## src/rtl/dither_pkg.sv

```systemverilog
// Shared types for the dithering scan controller: FSM state encoding,
// scan-order selector and a width helper for parameter-sized ports.
package dither_pkg;

  typedef enum logic [2:0] {
    IDLE    = 3'd0,
    SETTLE  = 3'd1,
    LOAD    = 3'd2,
    QUANT   = 3'd3,
    DIFFUSE = 3'd4,
    DONE    = 3'd5
  } state_t;

  typedef enum logic {
    SCAN_RASTER = 1'b0,
    SCAN_SERP   = 1'b1
  } scan_mode_t;

  // Counter width for a range of v values, never narrower than one bit.
  function automatic int clog2_min1(input int v);
    return (v > 1) ? $clog2(v) : 1;
  endfunction

endpackage

```

## src/rtl/pixel_scan_counter.sv

```systemverilog
// Pixel/channel coordinate walker for the dithering scan.
// Owns px_x/px_y/px_ch/px_addr and the row direction. The address is tracked
// incrementally (+1, -1 or +IMAGEX) so no multiplier is needed.
// Build option: DITHER_SERPENTINE_EN enables reversed rows; without it the
// walker is raster-only and dir_rev is tied low.
module pixel_scan_counter
  import dither_pkg::*;
#(
  parameter int IMAGEX   = 256,
  parameter int IMAGEY   = 256,
  parameter int CHANNELS = 3,
  parameter int ADDR_W   = $clog2(IMAGEX * IMAGEY)
) (
  input  logic                              clk,
  input  logic                              rst,
  input  logic                              clr,
  input  logic                              adv,
  input  logic                              serp,
  output logic [$clog2(IMAGEX)-1:0]         px_x,
  output logic [clog2_min1(IMAGEY)-1:0]     px_y,
  output logic [clog2_min1(CHANNELS)-1:0]   px_ch,
  output logic [ADDR_W-1:0]                 px_addr,
  output logic                              dir_rev,
  output logic                              last
);

  localparam int X_W = $clog2(IMAGEX);
  localparam int Y_W = clog2_min1(IMAGEY);
  localparam int C_W = clog2_min1(CHANNELS);

  localparam logic [X_W-1:0]    X_LAST   = X_W'(IMAGEX - 1);
  localparam logic [Y_W-1:0]    Y_LAST   = Y_W'(IMAGEY - 1);
  localparam logic [C_W-1:0]    C_LAST   = C_W'(CHANNELS - 1);
  localparam logic [ADDR_W-1:0] ADDR_ROW = ADDR_W'(IMAGEX);

  logic [X_W-1:0]    x_q, x_d;
  logic [Y_W-1:0]    y_q, y_d;
  logic [C_W-1:0]    ch_q, ch_d;
  logic [ADDR_W-1:0] addr_q, addr_d;

`ifdef DITHER_SERPENTINE_EN
  logic dir_q, dir_d;
`else
  logic unused_serp;
  assign unused_serp = serp;
`endif

  // Next coordinates: channel first, then column, then row.
  always_comb begin
    x_d    = x_q;
    y_d    = y_q;
    ch_d   = ch_q;
    addr_d = addr_q;
`ifdef DITHER_SERPENTINE_EN
    dir_d  = dir_q;
`endif
    if (clr) begin
      x_d    = '0;
      y_d    = '0;
      ch_d   = '0;
      addr_d = '0;
`ifdef DITHER_SERPENTINE_EN
      dir_d  = 1'b0;
`endif
    end else if (adv) begin
      if (ch_q != C_LAST) begin
        ch_d = ch_q + 1'b1;
      end else begin
        ch_d = '0;
`ifdef DITHER_SERPENTINE_EN
        if (dir_q) begin
          if (x_q != '0) begin
            x_d    = x_q - 1'b1;
            addr_d = addr_q - 1'b1;
          end else begin
            // left edge of a reversed row: drop a row, keep column 0
            y_d    = y_q + 1'b1;
            dir_d  = 1'b0;
            addr_d = addr_q + ADDR_ROW;
          end
        end else if (x_q != X_LAST) begin
          x_d    = x_q + 1'b1;
          addr_d = addr_q + 1'b1;
        end else if (serp) begin
          // right edge in serpentine: drop a row, keep column IMAGEX-1
          y_d    = y_q + 1'b1;
          dir_d  = 1'b1;
          addr_d = addr_q + ADDR_ROW;
        end else begin
          x_d    = '0;
          y_d    = y_q + 1'b1;
          addr_d = addr_q + 1'b1;
        end
`else
        if (x_q != X_LAST) begin
          x_d = x_q + 1'b1;
        end else begin
          x_d = '0;
          y_d = y_q + 1'b1;
        end
        addr_d = addr_q + 1'b1;
`endif
      end
    end
  end

  // Coordinate registers.
  always_ff @(posedge clk or negedge rst) begin
    if (!rst) begin
      x_q    <= '0;
      y_q    <= '0;
      ch_q   <= '0;
      addr_q <= '0;
    end else begin
      x_q    <= x_d;
      y_q    <= y_d;
      ch_q   <= ch_d;
      addr_q <= addr_d;
    end
  end

`ifdef DITHER_SERPENTINE_EN
  // Row direction register.
  always_ff @(posedge clk or negedge rst) begin
    if (!rst) dir_q <= 1'b0;
    else      dir_q <= dir_d;
  end

  assign dir_rev = dir_q;
  assign last    = (ch_q == C_LAST) && (y_q == Y_LAST) &&
                   (x_q == (dir_q ? '0 : X_LAST));
`else
  assign dir_rev = 1'b0;
  assign last    = (ch_q == C_LAST) && (y_q == Y_LAST) && (x_q == X_LAST);
`endif

  assign px_x    = x_q;
  assign px_y    = y_q;
  assign px_ch   = ch_q;
  assign px_addr = addr_q;

endmodule

```

## src/rtl/dither_scan_ctl.sv

```systemverilog
// Frame sequencer for the Floyd-Steinberg pixel datapath.
// Handles start/ack with the MCU bridge, abort, settle delay and per
// pixel-channel LOAD/QUANT/DIFFUSE phases. Strobes are registered from the
// next state so they line up with the state output.
// Build option: DITHER_SERPENTINE_EN honours scan_mode (serpentine scan).
//
// state   | meaning
// IDLE    | waiting for start, coordinates held at 0
// SETTLE  | SETTLE_CYCLES wait before the first pixel
// LOAD    | load_old strobe, fetch original pixel-channel value
// QUANT   | quant strobe, quantise and store
// DIFFUSE | one-hot diff_phase strobes, advance coordinates on last phase
// DONE    | frame complete, coordinates frozen until ack
module dither_scan_ctl
  import dither_pkg::*;
#(
  parameter int IMAGEX        = 256,
  parameter int IMAGEY        = 256,
  parameter int CHANNELS      = 3,
  parameter int DIFF_PHASES   = 5,
  parameter int SETTLE_CYCLES = 4,
  parameter int ADDR_W        = $clog2(IMAGEX * IMAGEY)
) (
  input  logic                              clk,
  input  logic                              rst,
  input  logic                              start,
  input  logic                              abort,
  input  logic                              ack,
  input  logic                              scan_mode,
  output state_t                            state,
  output logic                              busy,
  output logic                              done,
  output logic                              load_old,
  output logic                              quant,
  output logic [DIFF_PHASES-1:0]            diff_phase,
  output logic [$clog2(IMAGEX)-1:0]         px_x,
  output logic [clog2_min1(IMAGEY)-1:0]     px_y,
  output logic [clog2_min1(CHANNELS)-1:0]   px_ch,
  output logic [ADDR_W-1:0]                 px_addr,
  output logic                              dir_rev,
  output logic                              last_pixel
);

  localparam int S_W = clog2_min1(SETTLE_CYCLES);
  localparam int P_W = clog2_min1(DIFF_PHASES);

  localparam logic [S_W-1:0] S_LOAD = S_W'(SETTLE_CYCLES - 1);
  localparam logic [P_W-1:0] P_LAST = P_W'(DIFF_PHASES - 1);

  state_t                 state_q, state_d;
  logic [S_W-1:0]         settle_q, settle_d;
  logic [P_W-1:0]         phase_q, phase_d;
  logic                   busy_q, busy_d;
  logic                   done_q, done_d;
  logic                   load_q, load_d;
  logic                   quant_q, quant_d;
  logic [DIFF_PHASES-1:0] diff_q, diff_d;
  logic                   clr, adv, serp, last;

`ifdef DITHER_SERPENTINE_EN
  scan_mode_t scan_q, scan_d;
  assign serp = (scan_q == SCAN_SERP);
`else
  logic unused_scan_mode;
  assign unused_scan_mode = scan_mode;
  assign serp = 1'b0;
`endif

  // Next-state, counter and strobe decode; abort overrides everything.
  always_comb begin
    state_d  = state_q;
    settle_d = settle_q;
    phase_d  = phase_q;
    clr      = 1'b0;
    adv      = 1'b0;
`ifdef DITHER_SERPENTINE_EN
    scan_d   = scan_q;
`endif
    if (abort && (state_q != IDLE)) begin
      state_d  = IDLE;
      settle_d = '0;
      phase_d  = '0;
      clr      = 1'b1;
    end else begin
      case (state_q)
        IDLE: begin
          clr     = 1'b1;
          phase_d = '0;
          if (start) begin
            state_d  = SETTLE;
            settle_d = S_LOAD;
`ifdef DITHER_SERPENTINE_EN
            scan_d   = scan_mode_t'(scan_mode);
`endif
          end
        end
        SETTLE: begin
          if (settle_q == '0) state_d = LOAD;
          else                settle_d = settle_q - 1'b1;
        end
        LOAD:  state_d = QUANT;
        QUANT: begin
          state_d = DIFFUSE;
          phase_d = '0;
        end
        DIFFUSE: begin
          if (phase_q == P_LAST) begin
            phase_d = '0;
            if (last) begin
              state_d = DONE;
            end else begin
              state_d = LOAD;
              adv     = 1'b1;
            end
          end else begin
            phase_d = phase_q + 1'b1;
          end
        end
        DONE: begin
          if (ack) begin
            state_d = IDLE;
            clr     = 1'b1;
          end
        end
        default: begin
          state_d = IDLE;
          clr     = 1'b1;
        end
      endcase
    end

    busy_d  = (state_d == SETTLE) || (state_d == LOAD) ||
              (state_d == QUANT)  || (state_d == DIFFUSE);
    done_d  = (state_d == DONE);
    load_d  = (state_d == LOAD);
    quant_d = (state_d == QUANT);
    diff_d  = '0;
    if (state_d == DIFFUSE) diff_d[phase_d] = 1'b1;
  end

  // FSM state, counters and registered outputs.
  always_ff @(posedge clk or negedge rst) begin
    if (!rst) begin
      state_q  <= IDLE;
      settle_q <= '0;
      phase_q  <= '0;
      busy_q   <= 1'b0;
      done_q   <= 1'b0;
      load_q   <= 1'b0;
      quant_q  <= 1'b0;
      diff_q   <= '0;
`ifdef DITHER_SERPENTINE_EN
      scan_q   <= SCAN_RASTER;
`endif
    end else begin
      state_q  <= state_d;
      settle_q <= settle_d;
      phase_q  <= phase_d;
      busy_q   <= busy_d;
      done_q   <= done_d;
      load_q   <= load_d;
      quant_q  <= quant_d;
      diff_q   <= diff_d;
`ifdef DITHER_SERPENTINE_EN
      scan_q   <= scan_d;
`endif
    end
  end

  pixel_scan_counter #(
    .IMAGEX   (IMAGEX),
    .IMAGEY   (IMAGEY),
    .CHANNELS (CHANNELS),
    .ADDR_W   (ADDR_W)
  ) u_scan (
    .clk     (clk),
    .rst     (rst),
    .clr     (clr),
    .adv     (adv),
    .serp    (serp),
    .px_x    (px_x),
    .px_y    (px_y),
    .px_ch   (px_ch),
    .px_addr (px_addr),
    .dir_rev (dir_rev),
    .last    (last)
  );

  assign state      = state_q;
  assign busy       = busy_q;
  assign done       = done_q;
  assign load_old   = load_q;
  assign quant      = quant_q;
  assign diff_phase = diff_q;
  assign last_pixel = last;

endmodule
```

## config.mk

```make
export PLATFORM = sky130hd
export DESIGN_NAME = dither_scan_ctl
export DESIGN_NICKNAME = d
export VERILOG_FILES = /design/src/rtl/dither_pkg.sv /design/src/rtl/pixel_scan_counter.sv /design/src/rtl/dither_scan_ctl.sv
export SDC_FILE = /design/constraint.sdc
export NUM_CORES = 1
export LEC_CHECK = 0
export CORE_ASPECT_RATIO = 1.5
export CORE_MARGIN = 3
export CORE_UTILIZATION = 46
export DETAILED_ROUTE_END_ITERATION = 8
export PLACE_DENSITY = 0.85
export SLEW_MARGIN = 0
export SYNTH_ARGS = -nofsm -noshare
export SYNTH_HDL_FRONTEND = slang
export SYNTH_SLANG_ARGS = --single-unit
```

## constraint.sdc

```tcl
create_clock -name clk -period 2.3 [get_ports clk]
set_clock_uncertainty 0.1 [all_clocks]
set_input_delay 0.46 -clock clk [delete_from_list [all_inputs] [get_ports clk]]
set_output_delay 0.46 -clock clk [all_outputs]
set_load 0.005 [all_outputs]
```

==> flow_summary.yaml, run 1 <==
placed_design:
  post-dp-hpwl_um: 5198
  portBuffers: 51
  gp_congestion: 0.8988
  dpl-instance-area_sq_um: 3535
global_route:
  antenna_found_initial: 0
  grt_use_total: 0.2273
  grt_overflow: 0
  grt_pass1_wl_um: 11920
  grt_max_degree: 35
  grt_pass1_vias: 2585
timing:
  setup_slack_ns: -0.06083
  timing.slew.headroom: 0.6134
  clock.fmax_ghz: 0.4236
  worst_pin_slew_ns: 0.5800
  finalSetupViolations: 3
  period_share: 1.026
  hold_viol: 0
  period_needed_ns: 2.361
  hold_slack_ns: 0.02386
  drv_slew: 0
  grt_setup_unrepaired: "true"
cts:
  cts_buffers: 5
  clockBufferDepth: 2
  htree_num_levels: 2
  cts_sinks: 51
  cts_tree: "built"
  clk_latency_ns: 0.32
  clk_pin_slew_ns: 0.10
  cts_root_buf: "clkbuf_8"
setup_path:
  crit_path_end_kind: "flop"
  required_ns: 2.45
  arrival_ns: 2.51
  cpMaxStageDelayCell: "or4_4"
  crit_type: "flop to flop"
  critPathMaxFanout: 6
  cpPeakStageDelay_ns: 0.51
  cp_cell_sequence: "inv_2 > ha_4 > nand4b_1 > or2_4 > a2111o_1 > or4_4 > a21oi_2"
  startpoint_type: "flop"
detailed_routing:
  drt_iter0_drc: 182
  routed_wl_um: 7330
  wl_per_cell_um: 16.25
  remaining_drc_errors: 0
  vias: 2617
  final_antenna_net_count: 0
  viasPerCell: 5.803
  firstDrtPassIters: 4
cells_and_area:
  seq_area_sq_um: 1276
  diodes: 0
  nNetsFinal: 392
  drive_above_1_share: 0.1969
  final_cell_mix: "dfrtp_1, clkdlybuf4s50_1, buf_4"
  multi_input_comb_area_sq_um: 1386
  fillers: 433
  stdcell_area_sq_um: 3782
  area_growth_syn_to_layout_pct: 40.41
  final_core_util: 0.6786
  layout_commonest_cell: "dfrtp_1"
die:
  io_pins: 54
  core-area_sq_um: 5574
  start_util: 0.4833
  die_area_sq_um: 6829
  die_w_um: 68.48
  die_h_um: 99.73
  rows: 33
synthesis:
  synth_top_area_share: 0.4738
  synth_cell_type_count: 51
  synth_cells: 291
  synth-seq-area-share: 0.4738
  synth.area.top_cells: "dfrtp_1, nor2_1, a21oi_1, xnor2_1, ha_1"
  yosysWarnings: 0
  yosysTopAreaCell: "dfrtp_1"
  synthFlopType: "dfrtp_1"
  synth_edf_count: 0
  syn_area_sq_um: 2694
  ys_ff_latch: 51
  syn_area_per_cell_sq_um: 9.257
  syn-num-nets: 303
  async_flop_share: 1.000
power_and_ir_drop:
  p_leak_nw: 1.540
  ir_drop_mv: 0.4214
  p_per_area_nw_per_um2: 717.3
  finalPower_mw: 2.713
min_path:
  worstHoldPathType: "primary input to async pin"
outcome:
  outcome: "finished, violations left"
  violations: "setup timing"
job:
  max-cap-violations: 0
==> layer usage <==
layer | routed length, um | GRT usage
met1 | 2769 | 0.2689
met4 | 260 | 0.09648
met5 | 0 | 0
met3 | 432 | 0.04068
met2 | 3866 | 0.3900
==> state kept, by name (all words and copies together), names as in the netlist <==
| signal | flops |
|---|---|
| u_scan.px_ch | 2 |
| state | 3 |
| settle_q | 2 |
| u_scan.px_y | 8 |
| quant | 1 |
| load_old | 1 |
| phase_q | 3 |
| done | 1 |
| busy | 1 |
| diff_phase | 5 |
| u_scan.px_addr | 16 |
| u_scan.px_x | 8 |
==> cell type report <==
cell class	count	area share
clock buffer	5	0.01819
clock inverter	3	0.01786
inverter	11	0.01092
multi-input combinational	215	0.3665
sequential	51	0.3374
tap	70	0.02316
timing repair buffer	96	0.2259
==> cell usage after synthesis, types with 2 or more instances <==
cell type and count:
a211oi_1 5, a21oi_1 20, a31oi_1 4, and2_1 2
and3_1 2, and4_1 2, clkbuf_1 12, dfrtp_1 51
ha_1 6, inv_1 11, mux2i_1 3, nand2_1 18
nand2b_1 5, nand3_1 13, nand3b_1 4, nand4_1 5
nand4b_1 2, nor2_1 41, nor3_1 10, nor3b_1 3
nor4_1 6, o211ai_1 2, o21a_1 2, o21ai_0 4
o31ai_1 7, or2_2 2, or3_1 3, or4_1 8
xnor2_1 11, xor2_1 6
==> power breakdown <==
group          leakage [nW]  total (mW)  switching, mW  internal (mW)
clock network        0.0644       0.746          0.313          0.434
registers             0.703        1.01         0.0327          0.975
logic                 0.773       0.959          0.541          0.418
total                  1.54        2.71          0.887           1.83
==> per-stage QoR <==
| stage | setup TNS (ns) | instances | setup WS, ns |
|---|---|---|---|
| after floorplan | 0 | 291 | 0.02871 |
| after global placement | -0.01130 | 437 | -0.01130 |
| after detailed placement | -0.01762 | 437 | -0.01762 |
| after CTS | 0 | 449 | 0.004129 |
| after global routing | -0.4253 | 451 | -0.1267 |
| final | -0.07439 | 451 | -0.06083 |
==> repair_timing <==
action	CTS	global route
hold buffers	0	0
gates resized for setup	9	11
setup endpoints to repair	5	17
pin swaps	4	3
buffers inserted	4	2
==> worst max-delay path, delay by kind of cell (launching register included) <==
kind            cells  cell delay, ns
flops               1            0.41
buf+inv             1            0.07
simple gates        3            0.93
compound gates      2            0.63
fa+ha+maj           1            0.15
==> path summary, 6_finish.rpt <==
kind / from / to / slack [ns] / cells after the start
setup / recovery: phase_q[1] / u_scan.px_addr[15] / -0.06 / 7
hold / removal: rst / settle_q[1] / 0.02 / 1
setup reg to reg: phase_q[1] / u_scan.px_addr[15] / -0.06 / 7
hold reg to reg: settle_q[0] / settle_q[0] / 0.44 / 1
max in group asynchronous: rst / u_scan.px_x[7] / 1.52 / 2
min in group clk: settle_q[0] / settle_q[0] / 0.44 / 1
==> logic make-up after synthesis <==
group                    Yosys count  share of synthesized area
AO/OA/AOI/OAI                     57                     0.1398
XOR/XNOR                          17                    0.05527
adder cells (fa/ha/maj)            6                    0.02787
buffers and inverters             25                    0.03669
flip-flops                        51                     0.4738
multiplexers                       4                    0.01533
other                              1                   0.001392
AND/OR/NAND/NOR                  130                     0.2499
(Power assumes the default switching activity.)
==> run 2: changes to the inputs <==
CAP_MARGIN = 30   (was unset)
HOLD_SLACK_MARGIN = 0.03   (was unset)
==> results of run 2 <==
The final DEF is identical to that of run 1; final timing and power are the same.
==> edit 1: new RTL, settings of run 1 <==
Set the parameter `SETTLE_CYCLES` to 5 (it was 4).
--- a/src/rtl/dither_scan_ctl.sv
+++ b/src/rtl/dither_scan_ctl.sv
@@ -18,7 +18,7 @@
   parameter int IMAGEY        = 256,
   parameter int CHANNELS      = 3,
   parameter int DIFF_PHASES   = 5,
-  parameter int SETTLE_CYCLES = 4,
+  parameter int SETTLE_CYCLES = 5,
   parameter int ADDR_W        = $clog2(IMAGEX * IMAGEY)
 ) (
   input  logic                              clk,
Formal check against the unedited RTL: not equivalent (Yosys sat finds a counterexample within 10 cycles, from zero or initial values and one cycle with rst low).
==> edit 1 against run 1 <==
Routed wire length shrank 1.2%. Highest routed layer unchanged. Fmax increased by 6.7%. Register-to-register slack improved by 160 ps. Total power increased by 4.5%. Setup slack better by 150 ps. Cell area rose by 0.96%. Critical path depth decreased by 2. Sequential share of layout area grew 0.33 points. Core utilization fell by 2.8 points. Largest cell class unchanged. Sequential cell count rose by 1. Die area up 3.7%. Area after synthesis increased by 4.0%.
==> edit 1: results (changes against run 1) <==
Detailed routing
  • Via density: 5.73 (-1.2%)
  • Vias post-DR: 2591 (-0.99%)
  • Initial drt markers: 158 (-13%)
  • Pre-antenna DRT Iters: 5 (+1)

Logic synthesis
  • Syn Inst Count: 292 (+0.34%)
  • Post-synthesis compound-gate area fraction: 0.0938 (-0.0461)
  • Synth Net Count: 305 (+0.66%)
  • Yosys cell types: 59 (+16%)
  • Top cells by count, synth: dfrtp_1 (52), nor2_1 (46), xnor2_1 (16), a21oi_1 (14), nand3_1 (13)
  • Area contributors post-synth: dfrtp_1 (46%), nor2_1 (6.2%), xnor2_1 (5.0%)
  • Synth Area in XOR/XNOR: 0.0656 (+0.0104)
  • Fraction of synthesized area in multiplexers: 0.0147 (-0.000595)

Critical path
  • R2R Path End: u_scan.px_y[5]
  • Worst path arrival time: 1650 ps (-860 ps)
  • CP max FO: 3 (-3)

STA
  • Final Hold Slack: 169 ps (+145 ps)
  • Slew @ Worst Pin: 670 ps (+90.3 ps)

Pwr
  • Sw Ratio: 0.330 (+0.00330)
  • Worst IR Drop VDD: 0.528 mV (+25%)

Placement
  • Hpwl dp: 5230 um (+0.71%)
  • Placed insts: 436 (-0.23%)

Run status
  • Outcome: complete, no violations

Cells and area
  • Clk tree area frac: 0.0331 (-0.00296)
  • Reg area: 1300 um2 (+2.0%)
  • Clock buf count: 7 (+2)
  • Buffers outside the clock class: 93 (-3.1%)

Global route
  • Largest net degree at the start of global routing: 53 (+51%)

Clocking
  • Clock Latency Late Sink: 300 ps (-20 ps)
## edit 1: per-stage QoR
stage / cell area, um2 / TNS, ps
6_report: 3820 / 0
5_1_grt: 3820 / 0
4_1_cts: 3770 / 0
3_5_place_dp: 3600 / -172
3_3_place_gp: 3600 / 0
2_1_floorplan: 2810 / 0
## edit 1: how the worst max path moves through the flow
stage | from | slack [ps] | cells past startpoint | to
3_5_place_dp | start | -80 | 7 | diff_phase[4]
2_1_floorplan | u_scan.px_x[0] | 6 | 8 | u_scan.px_y[5]
4_1_cts | u_scan.px_y[1] | 50 | 7 | diff_phase[4]
6_report | u_scan.px_y[1] | 90 | 5 | last_pixel
3_3_place_gp | start | 6 | 7 | diff_phase[4]
5_1_grt | u_scan.px_y[4] | 2 | 6 | diff_phase[2]
## edit 1: timing repair
action | CTS | global route
resized for setup | 3 | 5
pin swaps | 5 | 3
gates cloned | 0 | 0
setup buffers | 5 | 3
setup endpoints to repair | 3 | 6
## edit 1: power by group through the flow
stage,combinational [mW],clock [mW],sequential [mW]
6_report,1.11,0.675,1.05
5_1_grt,1.22,0.727,1.06
4_1_cts,1.08,0.687,1.05
3_5_place_dp,1.07,0,1.07
3_3_place_gp,1.03,0,1.06
2_1_floorplan,0.609,0,1.08
## edit 1: routing by layer
layer | GRT usage | share of wire
met1 | 0.220 | 0.36
met2 | 0.430 | 0.58
met3 | 0.0308 | 0.043
met4 | 0.0811 | 0.022
met5 | 0 | 0
==> edit 2: new RTL, flow settings as in run 1 <==
Without the edit above. Take the reset off `y_q` and load it in a clocked block of its own.
--- a/src/rtl/pixel_scan_counter.sv
+++ b/src/rtl/pixel_scan_counter.sv
@@ -108,15 +108,17 @@
   always_ff @(posedge clk or negedge rst) begin
     if (!rst) begin
       x_q    <= '0;
-      y_q    <= '0;
       ch_q   <= '0;
       addr_q <= '0;
     end else begin
       x_q    <= x_d;
-      y_q    <= y_d;
       ch_q   <= ch_d;
       addr_q <= addr_d;
     end
+  end
+
+  always_ff @(posedge clk) begin
+    y_q <= y_d;
   end
 
 `ifdef DITHER_SERPENTINE_EN
Formal check against the unedited RTL: no difference found for any inputs over 10 cycles, from zero or initial values and one cycle with rst low; that may be too few to reach the edited logic, so the function may still have changed.
==> edit 2 against run 1 <==
Cell count rose by 11%. Total power rose by 6.6%. Via count rose by 17%. Combinational power rose by 25%. Routed wire length rose by 13%. Cell area rose by 13%. Sequential cell count did not move. Area after synthesis rose by 20%. Setup slack improved by 110 ps. First-iteration DRC count fell by 7.1%. Critical path type unchanged. Largest power group is now combinational cells.
==> edit 2: results (changes against run 1) <==
Run status
  • Outcome: complete, no violations

STA
  • Slew HR: 0.451 (-0.163)
  • Final Hold Slack: 131 ps (+107 ps)

Critical path
  • Worst reg2reg startpoint: u_scan.px_y[0]
  • Worst path arrival time: 2360 ps (-150 ps)

Global route
  • Total GRT Usage: 0.220 (-0.00687)
  • Vias in the first global route: 3169 (+23%)
  • First-pass GRT wire length: 14300 um (+20%)
  • GRT met1 Usage: 0.261 (-0.00792)

Floorplanning
  • Die X: 74.5 um (+8.8%)

Cells and area
  • Clock buf count: 7 (+2)
  • Layout cell share with drive strength beyond 1: 0.241 (+0.0443)
  • Reg area: 1240 um2 (-2.8%)
  • Final-layout non-clock buffer area share: 0.216 (-0.0101)

Detailed routing
  • Total wire length: 8290 um (+13%)
  • Initial drt markers: 169 (-7.1%)
  • Vias post-DR: 3050 (+17%)
  • Pre-antenna DRT Iters: 5 (+1)

Pwr
  • Clock share of power: 0.218 (-0.057)
  • Worst IR Drop VDD: 0.477 mV (+13%)
  • Leak: 1.67 nW (+8.4%)
  • Comb. pwr: 1.20 mW (+25%)

Logic synthesis
  • Synth Net Count: 348 (+15%)
  • Area contributors post-synth: dfrtp_1 (33%), mux2i_1 (7.4%), nand3b_1 (7.2%)
  • Post-synthesis sequential area ratio: 0.382 (-0.0917)
  • Post-synth ARST share: 0.843 (-0.157)

Placement
  • Gpl congestion: 0.838 (-6.8%)
## edit 2: cells by family (layout without fill, tap and decap cells)
kind of cell | Yosys count | after routing | share of synthesized area
AND/OR/NAND/NOR | 138 | 138 | 0.289
AO/OA/AOI/OAI | 74 | 74 | 0.168
flip-flops | 51 | 51 | 0.382
buffers and inverters | 38 | 125 | 0.0499
multiplexers | 26 | 26 | 0.0812
adder cells (fa/ha/maj) | 6 | 6 | 0.0232
XOR/XNOR | 2 | 2 | 0.00541
other | 1 | 1 | 0.00116
## edit 2: routing by layer
layer / routed length [um] / share of wire
met1: 3360 / 0.40
met4: 160 / 0.019
met2: 4440 / 0.54
met3: 338 / 0.041
met5: 0 / 0
## edit 2: path summary, 6_finish.rpt
kind                                      to
setup reg to reg             u_scan.px_ch[0]
hold / removal             u_scan.px_addr[6]
setup / recovery             u_scan.px_ch[0]
min in group clk              u_scan.px_y[4]
hold reg to reg               u_scan.px_y[4]
max in group asynchronous           state[0]
